==> config.mk <==
export PLATFORM = sky130hd
export DESIGN_NAME = reg_file
export DESIGN_NICKNAME = d
export VERILOG_FILES = /design/src/rtl/reg_file.sv
export SDC_FILE = /design/constraint.sdc
export NUM_CORES = 2
export LEC_CHECK = 0
export BUFFER_PORTS_ARGS = -buffer_cell sky130_fd_sc_hd__buf_2
export CAP_MARGIN = 20
export CORE_MARGIN = 2
export CORE_UTILIZATION = 55
export DETAILED_ROUTE_END_ITERATION = 16
export PLACE_DENSITY = 0.74
export SYNTH_ARGS = -nofsm -noshare
export SYNTH_HDL_FRONTEND = slang
export SYNTH_SLANG_ARGS = --single-unit
==> constraint.sdc <==
create_clock -name clk -period 48.8 [get_ports clk]
set_input_delay 12.2 -clock clk [delete_from_list [all_inputs] [get_ports clk]]
set_output_delay 12.2 -clock clk [all_outputs]
set_load 0.005 [all_outputs]
==> src/rtl/reg_file.sv <==
// reg_file: 32 x 32-bit MIPS general-purpose register file for the decode stage.
// Two combinational read ports with same-cycle write-to-read bypass, one
// write port committing on posedge clk, $zero hardwired to 0, and a
// saturating count of committed writes.
// Optional debug read port guarded by the macro REG_FILE_DEBUG_EN.
module reg_file #(
  parameter int DATA_WIDTH = 32,
  parameter int ADDR_WIDTH = 5,
  parameter int REG_NUM    = 32
) (
  input  logic                  clk,
  input  logic                  rst,
  input  logic                  read_en_1,
  input  logic [ADDR_WIDTH-1:0] read_addr_1,
  output logic [DATA_WIDTH-1:0] read_data_1,
  input  logic                  read_en_2,
  input  logic [ADDR_WIDTH-1:0] read_addr_2,
  output logic [DATA_WIDTH-1:0] read_data_2,
  input  logic                  write_en,
  input  logic [ADDR_WIDTH-1:0] write_addr,
  input  logic [DATA_WIDTH-1:0] write_data,
`ifdef REG_FILE_DEBUG_EN
  input  logic [ADDR_WIDTH-1:0] dbg_addr,
  output logic [DATA_WIDTH-1:0] dbg_data,
`endif
  output logic [15:0]           write_count
);

  // The address decode assumes every encodable address maps to a register.
  if (REG_NUM != (1 << ADDR_WIDTH)) begin : g_bad_reg_num
    $error("reg_file: REG_NUM must equal 2**ADDR_WIDTH");
  end

  logic [DATA_WIDTH-1:0] regs [REG_NUM];
  logic                  write_commit;

  // A write lands only when enabled and not aimed at $zero.
  assign write_commit = write_en && (write_addr != '0);

  // Register storage: async clear, single write per cycle.
  // NOTE: the whole array is reset here because reset must clear every
  // register immediately; this forces flops rather than a RAM macro.
  always_ff @(posedge clk or posedge rst) begin
    if (rst) begin
      for (int i = 0; i < REG_NUM; i++) begin
        // NOTE: sequential state uses non-blocking assignments so every
        // flop samples pre-edge values regardless of statement order.
        regs[i] <= '0;
      end
    end else if (write_commit) begin
      regs[write_addr] <= write_data;
    end
  end

  // Committed-write counter, saturating at all ones instead of wrapping.
  always_ff @(posedge clk or posedge rst) begin
    if (rst) begin
      write_count <= '0;
    end else if (write_commit && (write_count != 16'hFFFF)) begin
      write_count <= write_count + 16'd1;
    end
  end

  // Read port 1: reset, enable, $zero, bypass, then storage.
  always_comb begin
    // NOTE: default first so no path leaves the output unassigned (no latch).
    read_data_1 = '0;
    if (!rst && read_en_1 && (read_addr_1 != '0)) begin
      if (write_en && (write_addr == read_addr_1)) begin
        read_data_1 = write_data;
      end else begin
        read_data_1 = regs[read_addr_1];
      end
    end
  end

  // Read port 2: same priority chain as port 1.
  always_comb begin
    read_data_2 = '0;
    if (!rst && read_en_2 && (read_addr_2 != '0)) begin
      if (write_en && (write_addr == read_addr_2)) begin
        read_data_2 = write_data;
      end else begin
        read_data_2 = regs[read_addr_2];
      end
    end
  end

`ifdef REG_FILE_DEBUG_EN
  // Debug peek: raw stored value, no bypass, no enable.
  always_comb begin
    dbg_data = '0;
    if (!rst && (dbg_addr != '0)) begin
      dbg_data = regs[dbg_addr];
    end
  end
`endif

endmodule

==> results.sh <==
export IMPL_cp_data_required_time_ps=36600
export IMPL_crit_fanout=80
export IMPL_crit_chain="buf_8 > buf_4 > xnor2_1 > nand4_1 > nor3_2 > and2_2 > buf_4 > a211o_1 > buf_2"
export IMPL_async_flop_share=1.00
export IMPL_fin_worst_skew_ps=20.3
export IMPL_cts_buffers=111
export IMPL_num_vias=38900
export IMPL_place_congestion=0.911
export IMPL_crit_type="in -> out"
export IMPL_cellLeakagePower_nw=26.7
export IMPL_clock_fmax_mhz=34.8
export IMPL_p_int_mw=1.82
export IMPL_synth_flop_cell="dfrtp_1"
export IMPL_min_period_over_period=0.589
export IMPL_grt_antenna_before_repair=11
export IMPL_endpoint_kind="primary output"
export IMPL_critPathLaunch="read_addr_2[1]"
export IMPL_finalInstanceArea_um2=60900
export IMPL_cts_sinks=1040
export IMPL_netlist_area_um2=55700
export IMPL_grt_max_degree=130
export IMPL_r2r_slack_ps=46770
export IMPL_postCtsSetupBuffers=0
export IMPL_worstReg2RegStart="write_count[2]"
export IMPL_hold_violations=0
export IMPL_clock_latency_ps=720
export IMPL_maxCapViolations=0
export IMPL_ys_seq_area_frac=0.467
export IMPL_ir_worst_vdd_v=0.0000303
export IMPL_crit_cells=9
export IMPL_rows=116
export IMPL_grt_pass1_wl_um=263000
export IMPL_htreeDepth=3
export IMPL_die_w_um=322
export IMPL_setup_slack_ps=20080
export IMPL_endpoint="read_data_2[6]"
export IMPL_p_per_area_nw_per_um2=41.3
export IMPL_synth_warnings=0
export IMPL_crit_top_cell="buf_4"
export IMPL_status="finished clean"
export IMPL_ant_nets=0
export IMPL_post_cts_resized=0
export IMPL_ys_ff_latch=1040
export IMPL_fp_dieH_um=322
export IMPL_core_um2=100000
export IMPL_reg2reg_depth=5
export IMPL_slowest_stage="buf_4"
export IMPL_seqPwrFrac=0.457
export IMPL_hold_path_class="reg -> reg"
export IMPL_io_buffers=131
export IMPL_start_util=0.555
export IMPL_timing_final_crit_period_ps=28720
export IMPL_overflow=0
export IMPL_cts_tree="done"
export IMPL_io_pins=132
export IMPL_die_area_um2=104000
export IMPL_start_kind="primary input"
export IMPL_dp_hpwl_um=105000
export IMPL_wire_per_inst_um=32.9
export IMPL_slew_violations=0
export IMPL_grt_pass1_vias=39100
export IMPL_path_delay_family="buffers and inverters"
export IMPL_power_switching_share=0.276
export IMPL_rsz0062_at_grt="false"
export IMPL_tns_ps=0
export IMPL_syn_to_final_growth_pct=9.43
export IMPL_setup_violations=0
export IMPL_arrival_ps=16520
export IMPL_fillers=7530
export IMPL_synthCells=4054
export IMPL_synth_edf_count=0
export IMPL_combPwrFrac=0.193
export IMPL_cts_root_buf="clkbuf_16"
export IMPL_clk_pin_slew_ps=60
export IMPL_synthDistinctLibCells=55
export IMPL_tightest_slew_ps=1160
export IMPL_cts_max_path_buffers=3
export IMPL_power_switching_mw=0.695
export IMPL_maxSlewHeadroom=0.222
export IMPL_track_usage=0.345
export IMPL_critical_path_max_stage_delay_ps=850
export IMPL_hold_slack_ps=396
export IMPL_place_area_um2=57100
export IMPL_via_per_inst=7.21
export IMPL_drtPass1Iterations=5
export IMPL_route_final_wire_length_um=178000
export IMPL_nets=3997
export IMPL_drc_errors=0
export IMPL_drtIter0Drc=4858
export IMPL_syn_nets=4107
export IMPL_worstReg2RegEnd="write_count[14]"
export IMPL_post_place_ws_ps=20230
export IMPL_holdBufCountCts=0
export IMPL_clockPowerShare=0.350
export IMPL_crit_buf_inv=4
export IMPL_drive_above_1_share=0.428
export IMPL_syn_area_per_cell_um2=13.7
per-layer routing:
metal / wire [um] / global-route usage
met5: 46 / 0
met4: 9970 / 0.174
met3: 20100 / 0.102
met2: 79900 / 0.517
met1: 67600 / 0.461
how the worst min path moves through the flow:
stage / startpoint / to / slack (ps) / cells after the start
floorplan: regs[1000] / regs[1000] / 440 / 1
finish: regs[999] / regs[999] / 400 / 0
detailed placement: regs[1000] / regs[1000] / 380 / 0
CTS: regs[1004] / regs[1004] / 400 / 0
global placement: regs[993] / regs[993] / 380 / 0
global route: regs[997] / regs[997] / 410 / 0
worst reg2reg max path: cells and delay by family (launching register included):
kind,cells,cell delay [ps]
AO/OA/AOI/OAI,1,410
AND/OR/NAND/NOR,3,890
XOR/XNOR,1,160
flip-flops,1,460
state kept, by name, summed over array words and instances, names as in the netlist:
signal,flops
regs,1024
write_count,16
through the flow:
stage	std cells	util	power (mW)
after floorplan	4054	-	1.50
after global placement	5182	0.568	1.61
after detailed placement	5185	0.569	1.64
after CTS	5382	0.607	2.51
after global routing	5388	0.608	2.61
final	5390	0.608	2.52
final cells by class:
type,instances,area [um^2],area share
Antenna cell,5,12.5,0.000205
Clock buffer,163,3250,0.0534
Clock inverter,34,527,0.00864
Inverter,17,67.6,0.00111
Multi-Input combinational cell,2540,27700,0.455
Sequential cell,1040,26000,0.427
Tap cell,1357,1700,0.0279
Timing Repair Buffer,234,1620,0.0265
synthesized netlist by cell type (5+ instances only):
library cell  count  share of area
a22oi_1         113          0.015
clkbuf_1        245          0.017
or2_2             5        0.00056
a41o_1            5        0.00090
o21bai_1         48         0.0065
a21oi_1          48         0.0043
mux2_2          867           0.18
a221o_1          22         0.0040
nor2b_1          28         0.0031
a221oi_1        130          0.020
o21a_1            5        0.00067
nor2_1           55         0.0037
mux2i_1         249          0.045
nand2b_1          7        0.00079
mux4_2          390           0.16
nand2_1         176          0.012
a211o_1          25         0.0039
nand4_1           9         0.0010
buf_2           156          0.014
o21ai_0         212          0.019
buf_4            41         0.0055
xnor2_1          23         0.0036
nor3_1            7        0.00063
nand3_1          12         0.0011
a22o_1           10         0.0016
buf_6             7         0.0014
inv_1            15         0.0010
o22ai_1          29         0.0033
buf_1             7        0.00047
and2_1            5        0.00056
dfrtp_1        1040           0.47
a211oi_1         28         0.0038
layout by cell type, fill, tap and decap left out, types with 97 or more instances in the layout:
cell       count
dfrtp_1     1040
mux2_2       867
mux4_2       390
mux2i_1      249
o21ai_0      212
nand2_1      161
a221oi_1     130
buf_2        124
a22oi_1      113
clkbuf_16    112
buf_4         97
cell families (layout without fill, tap and decap cells):
| family | count (synthesis) | after routing | synth area share |
|---|---|---|---|
| AOI/OAI and AO/OA | 684 | 684 | 0.0854 |
| xor gates and xnor gates | 25 | 25 | 0.00393 |
| adders and majority gates | 1 | 1 | 0.000225 |
| buffers and inverters | 474 | 448 | 0.0392 |
| DFF | 1040 | 1040 | 0.467 |
| muxes | 1506 | 1506 | 0.378 |
| other | 0 | 5 | 0 |
| and+or+nand+nor | 324 | 324 | 0.0262 |
power groups by stage:
stage               combinational (mW)  clock [mW]  sequential [mW]
detailed placement               0.480           0             1.16
finish                           0.486       0.881             1.15
floorplan                        0.381           0             1.12
global route                     0.521       0.926             1.17
global placement                 0.468           0             1.15
CTS                              0.482       0.888             1.14
Note: power is estimated with default switching activity, not from simulation.
